`src/rtl/snake_pkg.sv`:
```
// Shared definitions for the snake game sequencer: direction codes, FSM
// state encoding, default screen bounds and the direction reversal helper.
package snake_pkg;

  typedef enum logic [2:0] {
    DIR_NONE  = 3'd0,
    DIR_RIGHT = 3'd1,
    DIR_LEFT  = 3'd2,
    DIR_DOWN  = 3'd3,
    DIR_UP    = 3'd4
  } dir_t;

  typedef enum logic [1:0] {
    ST_IDLE  = 2'd0,
    ST_RUN   = 2'd1,
    ST_CHECK = 2'd2,
    ST_DEAD  = 2'd3
  } state_t;

  localparam int CNT_W     = 22;
  localparam int X_MIN_DEF = 0;
  localparam int X_MAX_DEF = 635;
  localparam int Y_MIN_DEF = 0;
  localparam int Y_MAX_DEF = 475;

  // Opposite heading; NONE (and unused codes) have no opposite.
  function automatic logic [2:0] reverse_of(input logic [2:0] d);
    case (d)
      DIR_RIGHT: return DIR_LEFT;
      DIR_LEFT:  return DIR_RIGHT;
      DIR_DOWN:  return DIR_UP;
      DIR_UP:    return DIR_DOWN;
      default:   return DIR_NONE;
    endcase
  endfunction

endpackage

```
`src/rtl/snake_tick_gen.sv`:
```
// Move tick generator: counts enabled cycles and flags the last cycle of
// each period. move_en is decoded from the count so an async reset drops it
// in the same instant.
module snake_tick_gen
  import snake_pkg::*;
(
  input  logic             clk,
  input  logic             rst,
  input  logic             enable,
  input  logic             clear,
  input  logic [CNT_W-1:0] period,
  output logic             move_en
);

  logic [CNT_W-1:0] count;

  assign move_en = enable && (count == period - CNT_W'(1));

  // Count while enabled, wrapping to zero on the move cycle.
  always_ff @(posedge clk or posedge rst) begin
    if (rst)          count <= '0;
    else if (clear)   count <= '0;
    else if (enable)  count <= move_en ? '0 : count + CNT_W'(1);
  end

endmodule

```
`src/rtl/snake_game_ctrl.sv`:
```
// Snake game sequencer: IDLE/RUN/CHECK/DEAD FSM, direction qualification,
// length/score tracking and wall/self death decision.
// Optional feature macro SPEEDUP_EN: shorten the step period on each food.
module snake_game_ctrl
  import snake_pkg::*;
#(
  parameter int TICK_DIV  = 2500000,
  parameter int MAX_LEN   = 63,
  parameter int X_MIN     = X_MIN_DEF,
  parameter int X_MAX     = X_MAX_DEF,
  parameter int Y_MIN     = Y_MIN_DEF,
  parameter int Y_MAX     = Y_MAX_DEF,
  parameter int TICK_MIN  = 625000,
  parameter int TICK_STEP = 125000
)(
  input  logic        VGA_CLK,
  input  logic        reset,
  input  logic        start,
  input  logic [2:0]  dir_req,
  input  logic [11:0] head_x,
  input  logic [11:0] head_y,
  input  logic        food_hit,
  input  logic        self_hit,
  output logic        move_en,
  output logic        body_init,
  output logic [2:0]  dir_out,
  output logic [5:0]  length,
  output logic [7:0]  score,
  output logic        game_over,
  output logic [1:0]  state
);

  // Range checks as offset-from-min <= span; a head below the minimum wraps
  // to a huge offset, so one unsigned compare covers both bounds.
  localparam logic [11:0] X_LO   = 12'(X_MIN);
  localparam logic [11:0] X_SPAN = 12'(X_MAX - X_MIN);
  localparam logic [11:0] Y_LO   = 12'(Y_MIN);
  localparam logic [11:0] Y_SPAN = 12'(Y_MAX - Y_MIN);

  state_t           cur, nxt;
  logic             start_q, start_rise;
  logic             do_init, do_grow, death, dir_ok;
  logic [2:0]       pending_dir;
  logic [11:0]      x_off, y_off;
  logic [CNT_W-1:0] period;

  assign start_rise = start & ~start_q;
  assign x_off      = head_x - X_LO;
  assign y_off      = head_y - Y_LO;
  assign death      = self_hit | (x_off > X_SPAN) | (y_off > Y_SPAN);
  assign dir_ok     = (dir_req != 3'(DIR_NONE)) && (dir_req <= 3'(DIR_UP)) &&
                      !((length > 6'd1) && (dir_req == reverse_of(dir_out)));

  assign state     = cur;
  assign body_init = (cur == ST_IDLE);
  assign game_over = (cur == ST_DEAD);

  // Start edge detector history.
  always_ff @(posedge VGA_CLK or posedge reset) begin
    if (reset) start_q <= 1'b0;
    else       start_q <= start;
  end

  // FSM state register.
  always_ff @(posedge VGA_CLK or posedge reset) begin
    if (reset) cur <= ST_IDLE;
    else       cur <= nxt;
  end

  // Next state plus init/grow strobes; death outranks food.
  always_comb begin
    nxt     = cur;
    do_init = 1'b0;
    do_grow = 1'b0;
    case (cur)
      ST_IDLE:  if (start_rise) begin nxt = ST_RUN; do_init = 1'b1; end
      ST_RUN:   if (move_en) nxt = ST_CHECK;
      ST_CHECK: begin
        if (death) nxt = ST_DEAD;
        else begin
          nxt     = ST_RUN;
          do_grow = food_hit;
        end
      end
      ST_DEAD:  if (start_rise) nxt = ST_IDLE;
      default:  nxt = ST_IDLE;
    endcase
  end

  // Direction: qualify requests into pending, commit on the move cycle.
  always_ff @(posedge VGA_CLK or posedge reset) begin
    if (reset) begin
      dir_out     <= 3'(DIR_NONE);
      pending_dir <= 3'(DIR_NONE);
    end else if (do_init) begin
      dir_out     <= 3'(DIR_NONE);
      pending_dir <= 3'(DIR_NONE);
    end else if (cur == ST_RUN) begin
      if (move_en) dir_out <= pending_dir;
      if (dir_ok)  pending_dir <= dir_req;
    end
  end

  // Length and score, both saturating.
  always_ff @(posedge VGA_CLK or posedge reset) begin
    if (reset) begin
      length <= 6'd1;
      score  <= 8'd0;
    end else if (do_init) begin
      length <= 6'd1;
      score  <= 8'd0;
    end else if (do_grow) begin
      if (length < 6'(MAX_LEN)) length <= length + 6'd1;
      if (score != 8'hFF)       score  <= score + 8'd1;
    end
  end

`ifdef SPEEDUP_EN
  localparam logic [CNT_W-1:0] P_DIV  = CNT_W'(TICK_DIV);
  localparam logic [CNT_W-1:0] P_MIN  = CNT_W'(TICK_MIN);
  localparam logic [CNT_W-1:0] P_STEP = CNT_W'(TICK_STEP);

  // Step period shrinks per food down to the floor; restored on each start.
  always_ff @(posedge VGA_CLK or posedge reset) begin
    if (reset)        period <= P_DIV;
    else if (do_init) period <= P_DIV;
    else if (do_grow) period <= (period > P_MIN + P_STEP) ? period - P_STEP : P_MIN;
  end
`else
  assign period = CNT_W'(TICK_DIV);
  wire [CNT_W-1:0] unused_speedup = CNT_W'(TICK_MIN) ^ CNT_W'(TICK_STEP);
`endif

  snake_tick_gen u_tick (
    .clk     (VGA_CLK),
    .rst     (reset),
    .enable  (cur == ST_RUN),
    .clear   (cur == ST_IDLE),
    .period  (period),
    .move_en (move_en)
  );

endmodule
```
`config.mk`:
```
export PLATFORM = sky130hd
export DESIGN_NAME = snake_game_ctrl
export DESIGN_NICKNAME = d
export VERILOG_FILES = /design/src/rtl/snake_pkg.sv /design/src/rtl/snake_tick_gen.sv /design/src/rtl/snake_game_ctrl.sv
export SDC_FILE = /design/constraint.sdc
export NUM_CORES = 1
export LEC_CHECK = 0
export ABC_AREA = 0
export BUFFER_PORTS_ARGS = -buffer_cell sky130_fd_sc_hd__buf_4
export CAP_MARGIN = 0
export CORE_MARGIN = 3
export CORE_UTILIZATION = 35
export DETAILED_ROUTE_END_ITERATION = 8
export HOLD_SLACK_MARGIN = 0.05
export PLACE_DENSITY = 0.62
export RECOVER_POWER = 100
export SLEW_MARGIN = 20
export SYNTH_ARGS = -nofsm -noshare
export SYNTH_HDL_FRONTEND = slang
export SYNTH_HIERARCHICAL = 1
export SYNTH_SLANG_ARGS = --single-unit
```
`constraint.sdc`:
```
create_clock -name VGA_CLK -period 2.8 [get_ports VGA_CLK]
set_input_delay 0.28 -clock VGA_CLK [delete_from_list [all_inputs] [get_ports VGA_CLK]]
set_output_delay 0.28 -clock VGA_CLK [all_outputs]
set_load 0.02 [all_outputs]
```
**Word level (Yosys, flattened, before mapping)**

Cells that the tools add are included.

- Reduce and logical (&&, ||, !) cells: 19
- Add/sub/neg operators: 3
- Multiplexer cells: 25
- Magnitude comparators: 5
- Bitwise logic cells: 4
- Equal/unequal tests: 13

Operators with widths:

| operator | number |
|---|---|
| two-way mux 22 bit | 3 |
| two-way mux 8 bit | 3 |
| adder 22 x 1 -> 22 bit, second input constant | 1 |
| == test 22 bit, second input constant | 1 |
| two-way mux 3 bit | 6 |
| two-way mux 6 bit | 3 |
| nonzero test 2 bit | 7 |
| > comparator 12 x 10 -> 1 bit, second input constant | 1 |
| > comparator 12 x 9 -> 1 bit, second input constant | 1 |
| case mux 3 bit (4 select lines) | 1 |
| adder 8 x 1 -> 8 bit, second input constant | 1 |
| two-way mux 2 bit | 4 |
| != test 8 bit, second input constant | 1 |
| case mux 2 bit (4 select lines) | 1 |
| AND reduction 2 bit | 4 |
| adder 6 x 1 -> 6 bit, second input constant | 1 |
| == test 3 x 2 -> 1 bit, second input constant | 2 |
| > comparator 6 x 1 -> 1 bit, second input constant | 1 |
| < comparator 6 bit, second input constant | 1 |
| == test 2 bit, second input constant | 2 |
| logical AND 1 bit | 4 |
| two-way mux 1 bit | 4 |
| != test 2 x 1 -> 1 bit, second input constant | 2 |
| == test 3 x 1 -> 1 bit, second input constant | 1 |
| 12 further kinds | 13 |

- Flip-flop bits (word level): 45
- Logic and storage cells: 76
- Input bits: 32

**Longest topological paths before layout**

Gate-level depths: netlist of the first run.

- Depth in word-level cells: 9
- Gate-level depth with buffers: 13

**Modules after synthesis**

The synthesis of the first run kept the hierarchy.

Modules (own cells, without submodules):

| module | times used | cells each | area each (µm²) | seq. area each (µm²) |
|---|---|---|---|---|
| snake_tick_gen | 1 | 248 | 1971.9 | 550.5 |
| snake_game_ctrl | 1 | 191 | 1632.8 | 576.8 |

**Least setup slack after synthesis of the first run**

Ideal clock, no wire load.

- Path type: register to register
- Start: register cur[1], in the netlist state[1]
- End: register dir_out[0]
- Period minus slack after synthesis: 2747 ps
- Path buffers: 2
- Arrival time: 2592 ps
- Cell stages (with the launch flop): 14
- Required time: 2645 ps
- Path slack: 53 ps
- Cell sequence: dfrtp_1 buf_2 nand2b_1 inv_1 nand3_1 a2111oi_2 o2111ai_1 a2111oi_2 o2111ai_1 buf_2 inv_1 nand2_1 nand2_1 a21oi_1

- Word-level cells in the longest chain between the ends: 4
- Elaborated cells on any way between the ends: 8
- Those cells by class: eq/ne: 1; mux: 2; reduce/logical: 5

Ends and longest elaborated chain:

| item | line | source |
|---|---|---|
| start, declared | snake_game_ctrl.sv:40 | `state_t cur, nxt;` |
| start signal, assigned | snake_game_ctrl.sv:67 | `else cur <= nxt;` |
| == test 2 x 1 -> 1 bit | snake_game_ctrl.sv:137 | `.enable (cur == ST_RUN),` |
| logical AND 1 bit | snake_tick_gen.sv:17 | `assign move_en = enable && (count == period - CNT_W'(1));` |
| via move_en | snake_game_ctrl.sv:24 | `output logic move_en,` |
| nonzero test 2 bit (no source line) | - |  |
| AND reduction 2 bit (no source line) | - |  |
| end signal, assigned | snake_game_ctrl.sv:93 | `dir_out <= 3'(DIR_NONE);` |
| end signal, assigned | snake_game_ctrl.sv:96 | `dir_out <= 3'(DIR_NONE);` |
| end signal, assigned | snake_game_ctrl.sv:99 | `if (move_en) dir_out <= pending_dir;` |
| end, declared | snake_game_ctrl.sv:26 | `output logic [2:0] dir_out,` |

The timed path passes the listed nets, and every way through them passes these cells.
A chain may end at the register's enable or synchronous reset.

**Final worst setup path of the first run**

- Start: register u_tick.count[6]
- End: output move_en

- Word-level cells in the longest chain between the ends: 2

Ends and longest elaborated chain:

| item | line | source |
|---|---|---|
| start, declared | snake_tick_gen.sv:15 | `logic [CNT_W-1:0] count;` |
| start signal, assigned | snake_tick_gen.sv:23 | `else if (enable) count <= move_en ? '0 : count + CNT_W'(1);` |
| == test 22 bit | snake_tick_gen.sv:17 |  |
| logical AND 1 bit | snake_tick_gen.sv:17 |  |
| end, declared | snake_game_ctrl.sv:24 |  |

Every way passes these cells.

==> run_results.csv, run 1 <==
group,metric,value,unit
setup_path,worstPathRequired,2520,ps
yosys,synth.avg_cell_area,8.21,sq um
yosys,synth.most_common_cell,"nand2_1",
yosys,ys.flop_type,"dfrtp_1",
placement,portBuffers,49,
timing,max_freq,0.377,GHz
clock_network,clkLatencyLatePin,300,ps
final_layout,drive_gt1_share,11.9,%
global_route,grt_start_max_net_pins,36,
timing,hold_violations,0,
pwr,ir_drop,0.226,mV
placement,routabilityCongestion,0.851,
global_route,antenna_found_initial,0,
setup_path,path_class,"flop to output pin",
detailed_routing,vias,3565,
yosys,synth_seq_cells,45,
timing,final-setup-viol-count,0,
global_route,gr-usage-met1,20.3,%
timing,final-max-slew-violation-count,0,
yosys,synth_commonest_cells,"nand2_1 (46), dfrtp_1 (44), nand3_1 (38)",
clock_network,clk_path_buf_depth,2,
clock_network,clock-sinks,45,
yosys,ys_warn_count,6,
setup_path,crit_fanout,6,
pwr,leakage,1.86,nW
min_path,hp-class,"input pin to async pin",
setup_path,crit_path_start_kind,"flop",
yosys,synthesis.instances,439,
yosys,synth_seq_area_share,31.3,%
placement,place_inst,702,
timing,hold-worst-slack,158,ps
global_route,grt_remaining_overflow,0,
timing,tightestPinTransition,942,ps
clock_network,ctsHoldBuffers,0,
final_layout,final_area,4560,sq um
detailed_routing,drcViolationCount,0,
final_layout,fin_util,46.0,%
floorplan,die-area,11600,sq um
global_route,use_met2,26.6,%
clock_network,tritoncts,"built",
timing,slew_headroom,37.0,%
detailed_routing,drtIter0Drc,143,
setup_path,critPathCaptureType,"output pin",
global_route,grt_use_met3,2.52,%
setup_path,r2r-start,"u_tick/count[6]$_DFFE_PP0P_",
global_route,grt_pass1_vias,3303,
yosys,synth_edf_count,0,
yosys,synth_top_cell_by_area,"dfrtp_1",
floorplan,core_area,9910,sq um
setup_path,crit_end,"move_en",
final_layout,nets,615,
final_layout,stdcell_count,711,
placement,dp_hpwl,6.62,mm
setup_path,timing.rr.end,"u_tick/count[16]$_DFFE_PP0P_",
detailed_routing,postRouteAntennaNets,0,
detailed_routing,viasPerCell,5.01,
floorplan,start_util,36.4,%
detailed_routing,routed_wl,8.80,mm
floorplan,ios,54,
floorplan,chipHeight,107,um
timing,finalCritPeriodShare,94.9,%
pwr,power_per_cell_area,355,nW/um^2
global_route,top_usage_layer,"met2",
yosys,async_flop_share,100,%
placement,dpl_cell_area,4460,sq um
yosys,post_synth_instance_area,3600,sq um
yosys,synth_top_area_share,30.5,%
global_route,grt_pass1_wl,15.0,mm
floorplan,rows,36,
status,outcome,"completed",
final_layout,num_antenna_cells,0,
detailed_routing,dr.pass1.iters,4,
clock_network,clk_pin_slew,90,ps
clock_network,numCtsBuffers,5,
setup_path,crit_path_start,"u_tick/count[6]$_DFFE_PP0P_",
detailed_routing,wire_per_inst,12.4,um
timing,period_needed,2660,ps
run,drv_cap,0,
setup_path,r2r_cells,9,
clock_network,h-tree-depth,2,
floorplan,dieWidth,107,um
setup_path,reg2reg_slack,320,ps
timing,skew,7.34,ps
clock_network,cts_root_buffer,"clkbuf_8",
setup_path,critPathArrivalTime,2380,ps
yosys,yosys-top-cells-area,"dfrtp_1 (31%), nand3_1 (5.3%), xor2_1 (5.1%)",
final_layout,area_growth_syn_to_layout,26.4,%
global_route,grt.total_usage,15.5,%
yosys,ys_types,60,
-- power by group --
part           leakage [nW]  internal [mW]  total (mW)  switching (mW)
sequential            0.532          0.707       0.792          0.0850
combinational          1.28          0.178       0.376           0.198
clock                0.0542          0.223       0.449           0.225
total                  1.86           1.11        1.62           0.508
-- layout make-up --
| cell class | instances | area (sq um) |
|---|---|---|
| multi-input combinational | 454 | 2740 |
| inverter | 12 | 45.0 |
| clock inverter | 1 | 5.00 |
| clock buffer | 7 | 96.3 |
| tap | 133 | 166 |
| sequential | 45 | 1130 |
| timing repair buffer | 59 | 368 |
| fill | 1029 | 5350 |
-- stage by stage --
stage	setup TNS [ps]	setup WS, ps	power (mW)
finish	0	144	1.62
global route	-4.92	-4.92	1.73
CTS	0	17.4	1.62
detailed placement	0	245	1.15
global placement	0	218	1.14
floorplan	0	53.2	1.05
-- worst min-delay path by stage --
stage / depth (start not counted) / to / slack (ps)
after global placement: 1 / start_q$_DFF_PP0_ / 420
after floorplan: 1 / u_tick/count[0]$_DFFE_PP0P_ / 270
after global routing: 1 / start_q$_DFF_PP0_ / 150
after CTS: 1 / start_q$_DFF_PP0_ / 110
final: 2 / u_tick/count[1]$_DFFE_PP0P_ / 160
after detailed placement: 1 / start_q$_DFF_PP0_ / 420
-- flip-flops by register name, indices dropped and copies added (netlist names) --
name          count
u_tick/count     22
score             8
length            6
dir_out           3
pending_dir       3
state             2
start_q           1
-- critical path, stage by stage (launching register included) --
cell and delay, ps:
dfrtp_2 450, xnor2_1 170, o21ai_0 160, a2111oi_4 340, o2111ai_2 190, a2111oi_4 270
o2111ai_2 230, inv_2 120, buf_4 140
-- cells by family after synthesis --
kind of cell / after synthesis / share of synthesized area, %
and+or+nand+nor: 234 / 36.0
AOI/OAI and AO/OA: 73 / 14.5
DFF: 45 / 31.3
xor gates and xnor gates: 36 / 8.75
buffers and inverters: 30 / 3.47
muxes: 13 / 3.75
adders and majority gates: 6 / 2.08
other: 2 / 0.208
-- cells in the final DEF (no fill, tap or decap), types with 3 or more instances in the layout --
master,synthesis,final
nor4_1,10,10
nand3_1,38,37
o2111ai_1,5,3
a31oi_1,13,13
nand2_1,46,46
a211oi_1,3,3
dfrtp_1,44,41
o21ai_0,8,8
or4_1,4,4
nor3_1,14,14
conb_1,2,92
and4_1,3,3
mux2_2,4,4
nor2b_1,7,7
a21oi_1,15,15
mux2i_1,9,9
o211a_1,3,3
nand4_1,21,21
xnor2_1,15,14
ha_1,6,6
clkbuf_1,7,20
or3_1,4,4
nand4b_1,5,5
nand3b_1,4,5
dfrtp_2,0,3
nor2_1,32,32
buf_4,0,38
inv_1,12,10
nand2b_1,17,16
and3_1,8,8
nor3b_1,5,5
o21a_1,4,4
clkbuf_8,0,7
o211ai_1,3,3
xor2_1,21,21
-- what timing repair did --
item	4_1_cts	5_1_grt
setup endpoints to repair	1	1
endpoints found under the hold margin	0	0
gates resized for setup	6	6
pin swaps	3	3
buffers inserted	1	0
-- routing by layer --
layer,part of all wire [%],vias up
met1,46,1686
met5,0,-
li1,-,1813
met2,50,57
met3,2.8,9
met4,1.1,0
No activity file was read; power rests on OpenSTA's default activity.
==> inputs of run 2 (changes only) <==
--- a/config.mk
+++ b/config.mk
@@ -19,3 +19,4 @@
 export SYNTH_HDL_FRONTEND = slang
 export SYNTH_HIERARCHICAL = 1
 export SYNTH_SLANG_ARGS = --single-unit
+export TNS_END_PERCENT = 20
==> constraint.sdc (replaced) <==
create_clock -name VGA_CLK -period 2.8 [get_ports VGA_CLK]
set_input_delay 0.14 -clock VGA_CLK [delete_from_list [all_inputs] [get_ports VGA_CLK]]
set_output_delay 0.14 -clock VGA_CLK [all_outputs]
set_load 0.02 [all_outputs]
==> run 2 against run 1 <==
Net effect:
- first-iteration DRC count is 48% higher
- via count is 0.42% higher
- critical endpoint unchanged
- combinational power is 8.2% higher
- final area is 0.38% higher
- largest power group unchanged
==> run_results.csv, run 2 (same netlist as run 1, synthesis figures left out) <==
group,metric,value,unit
floorplan,rows,36,
timing,rsz0062_at_grt,"false",
run,drv_cap,0,
floorplan,dieWidth,107,um
timing,final-setup-viol-count,0,
timing,hold_violations,0,
floorplan,chipHeight,107,um
clock_network,clkLatencyLatePin,300,ps
timing,period_needed,2630,ps
final_layout,num_antenna_cells,0,
setup_path,crit_fanout,4,
floorplan,ios,54,
clock_network,tritoncts,"built",
min_path,hp-class,"input pin to flop",
setup_path,path_class,"flop to output pin",
final_layout,largest_reg_flops,22,
global_route,antenna_found_initial,0,
pwr,ir_drop,0.218,mV
clock_network,clock-sinks,45,
placement,routabilityCongestion,0.847,
setup_path,cpPeakStageDelay,370,ps
detailed_routing,vias,3580,
detailed_routing,viasPerCell,5.00,
detailed_routing,dr.pass1.iters,4,
timing,tns,0,ps
floorplan,core_area,9910,sq um
clock_network,cts_root_buffer,"clkbuf_8",
global_route,grt.total_usage,15.6,%
floorplan,start_util,36.4,%
setup_path,r2r_cells,12,
timing,skew,9.84,ps
setup_path,critPathArrivalTime,2490,ps
final_layout,final_cell_mix,"conb_1 (92), nand2_1 (46), dfrtp_1 (42)",
timing,final-max-slew-violation-count,0,
final_layout,top_register,"u_tick/count",
final_layout,area_growth_syn_to_layout,26.9,%
timing,slew_headroom,35.2,%
setup_path,crit_path_start_kind,"flop",
pwr,leakage,1.88,nW
detailed_routing,drtIter0Drc,211,
timing,max_freq,0.380,GHz
global_route,grt_remaining_overflow,0,
setup_path,crit_path_top_delay_cell,"dfrtp_1",
floorplan,die-area,11600,sq um
global_route,grt_pass1_vias,3353,
placement,place_inst,700,
placement,portBuffers,49,
detailed_routing,postRouteAntennaNets,0,
final_layout,fillers,1043,
final_layout,layout_commonest_cell,"conb_1",
clock_network,clk_pin_slew,70,ps
final_layout,stdcell_count,716,
detailed_routing,wire_per_inst,12.1,um
min_path,holdPathStages,3,
status,outcome,"completed",
pwr,power_per_cell_area,346,nW/um^2
clock_network,numCtsBuffers,5,
final_layout,top_regs,"u_tick/count (22), score (8), length (6)",
placement,dp_hpwl,6.68,mm
clock_network,clk_path_buf_depth,2,
final_layout,multiInputGateArea,2740,sq um
timing,finalCritPeriodShare,94.0,%
clock_network,h-tree-depth,2,
final_layout,final_area,4570,sq um
final_layout,ff_latch_area,1130,sq um
detailed_routing,drcViolationCount,0,
placement,dpl_cell_area,4450,sq um
global_route,grt_pass1_wl,15.1,mm
detailed_routing,routed_wl,8.69,mm
timing,tightestPinTransition,968,ps
final_layout,nets,620,
setup_path,critPathCaptureType,"output pin",
setup_path,worstPathRequired,2660,ps
global_route,grt_start_max_net_pins,36,
final_layout,drive_gt1_share,12.0,%
setup_path,worstPathCellList,"nand2b_2, inv_2, nand3_2, a2111oi_4, o2111ai_2, a2111oi_4, o2111ai_2, inv_2, buf_4",
==> run 2: per-stage QoR <==
step                      setup WS [ps]  hold WS (ps)  utilization, %  power, mW
after global routing               3.21           144            46.1       1.70
after detailed placement            142           276            44.9       1.15
after floorplan                    53.2           129               -       1.05
after global placement              181           281            44.9       1.14
after CTS                          11.7           138            45.9       1.55
final                               167           150            46.1       1.58
==> run 2: per-layer routing <==
layer	routed length, um	GRT usage [%]
met4	162	4.42
met5	0	0
met1	3960	20.7
met2	4260	26.2
met3	297	2.64
==> run 2: final timing paths <==
kind / start / endpoint / slack, ps
min in group asynchronous: reset / u_tick/count[1]$_DFFE_PP0P_ / 590
max in group asynchronous: reset / u_tick/count[6]$_DFFE_PP0P_ / 1620
worst min register to register: pending_dir[2]$_DFFE_PP0P_ / dir_out[2]$_DFFE_PP0P_ / 580
worst min-delay path: dir_req[2] / pending_dir[2]$_DFFE_PP0P_ / 150
worst max register to register: state[1]$_DFFE_PP0P_ / dir_out[1]$_DFFE_PP0P_ / 210
worst max-delay path: state[1]$_DFFE_PP0P_ / move_en / 170
==> run 2: worst max-delay path, delay by kind of cell (launching register included) <==
family,cells,cell delay (ps)
AND/OR/NAND/NOR,2,310
buffers and inverters,3,390
AO/OA/AOI/OAI,4,1120
flip-flops,1,370
==> run 2: timing repair <==
action                                  4_1_cts  5_1_grt
setup buffers                                 0        6
endpoints found under the setup margin        1       22
gates resized for setup                       1       11
hold endpoints to repair                     15        0
hold buffers                                  2        0
pin swaps                                     0        3
==> run 2: where the power goes <==
part           internal [mW]  leakage, nW  switching, mW  total, mW
combinational          0.199         1.30          0.208      0.407
sequential             0.707        0.534         0.0765      0.783
clock                  0.173       0.0450          0.221      0.394
total                   1.08         1.88          0.505       1.58
==> run 2: layout make-up <==
type                    instances  share of cell area (%)
repair buffers                 64                    8.97
flip-flops and latches         45                    24.7
clock inverters                 2                   0.219
multi-input cells             454                    59.9
clock buffers                   6                    1.59
well taps                     133                    3.64
inverters                      12                   0.985
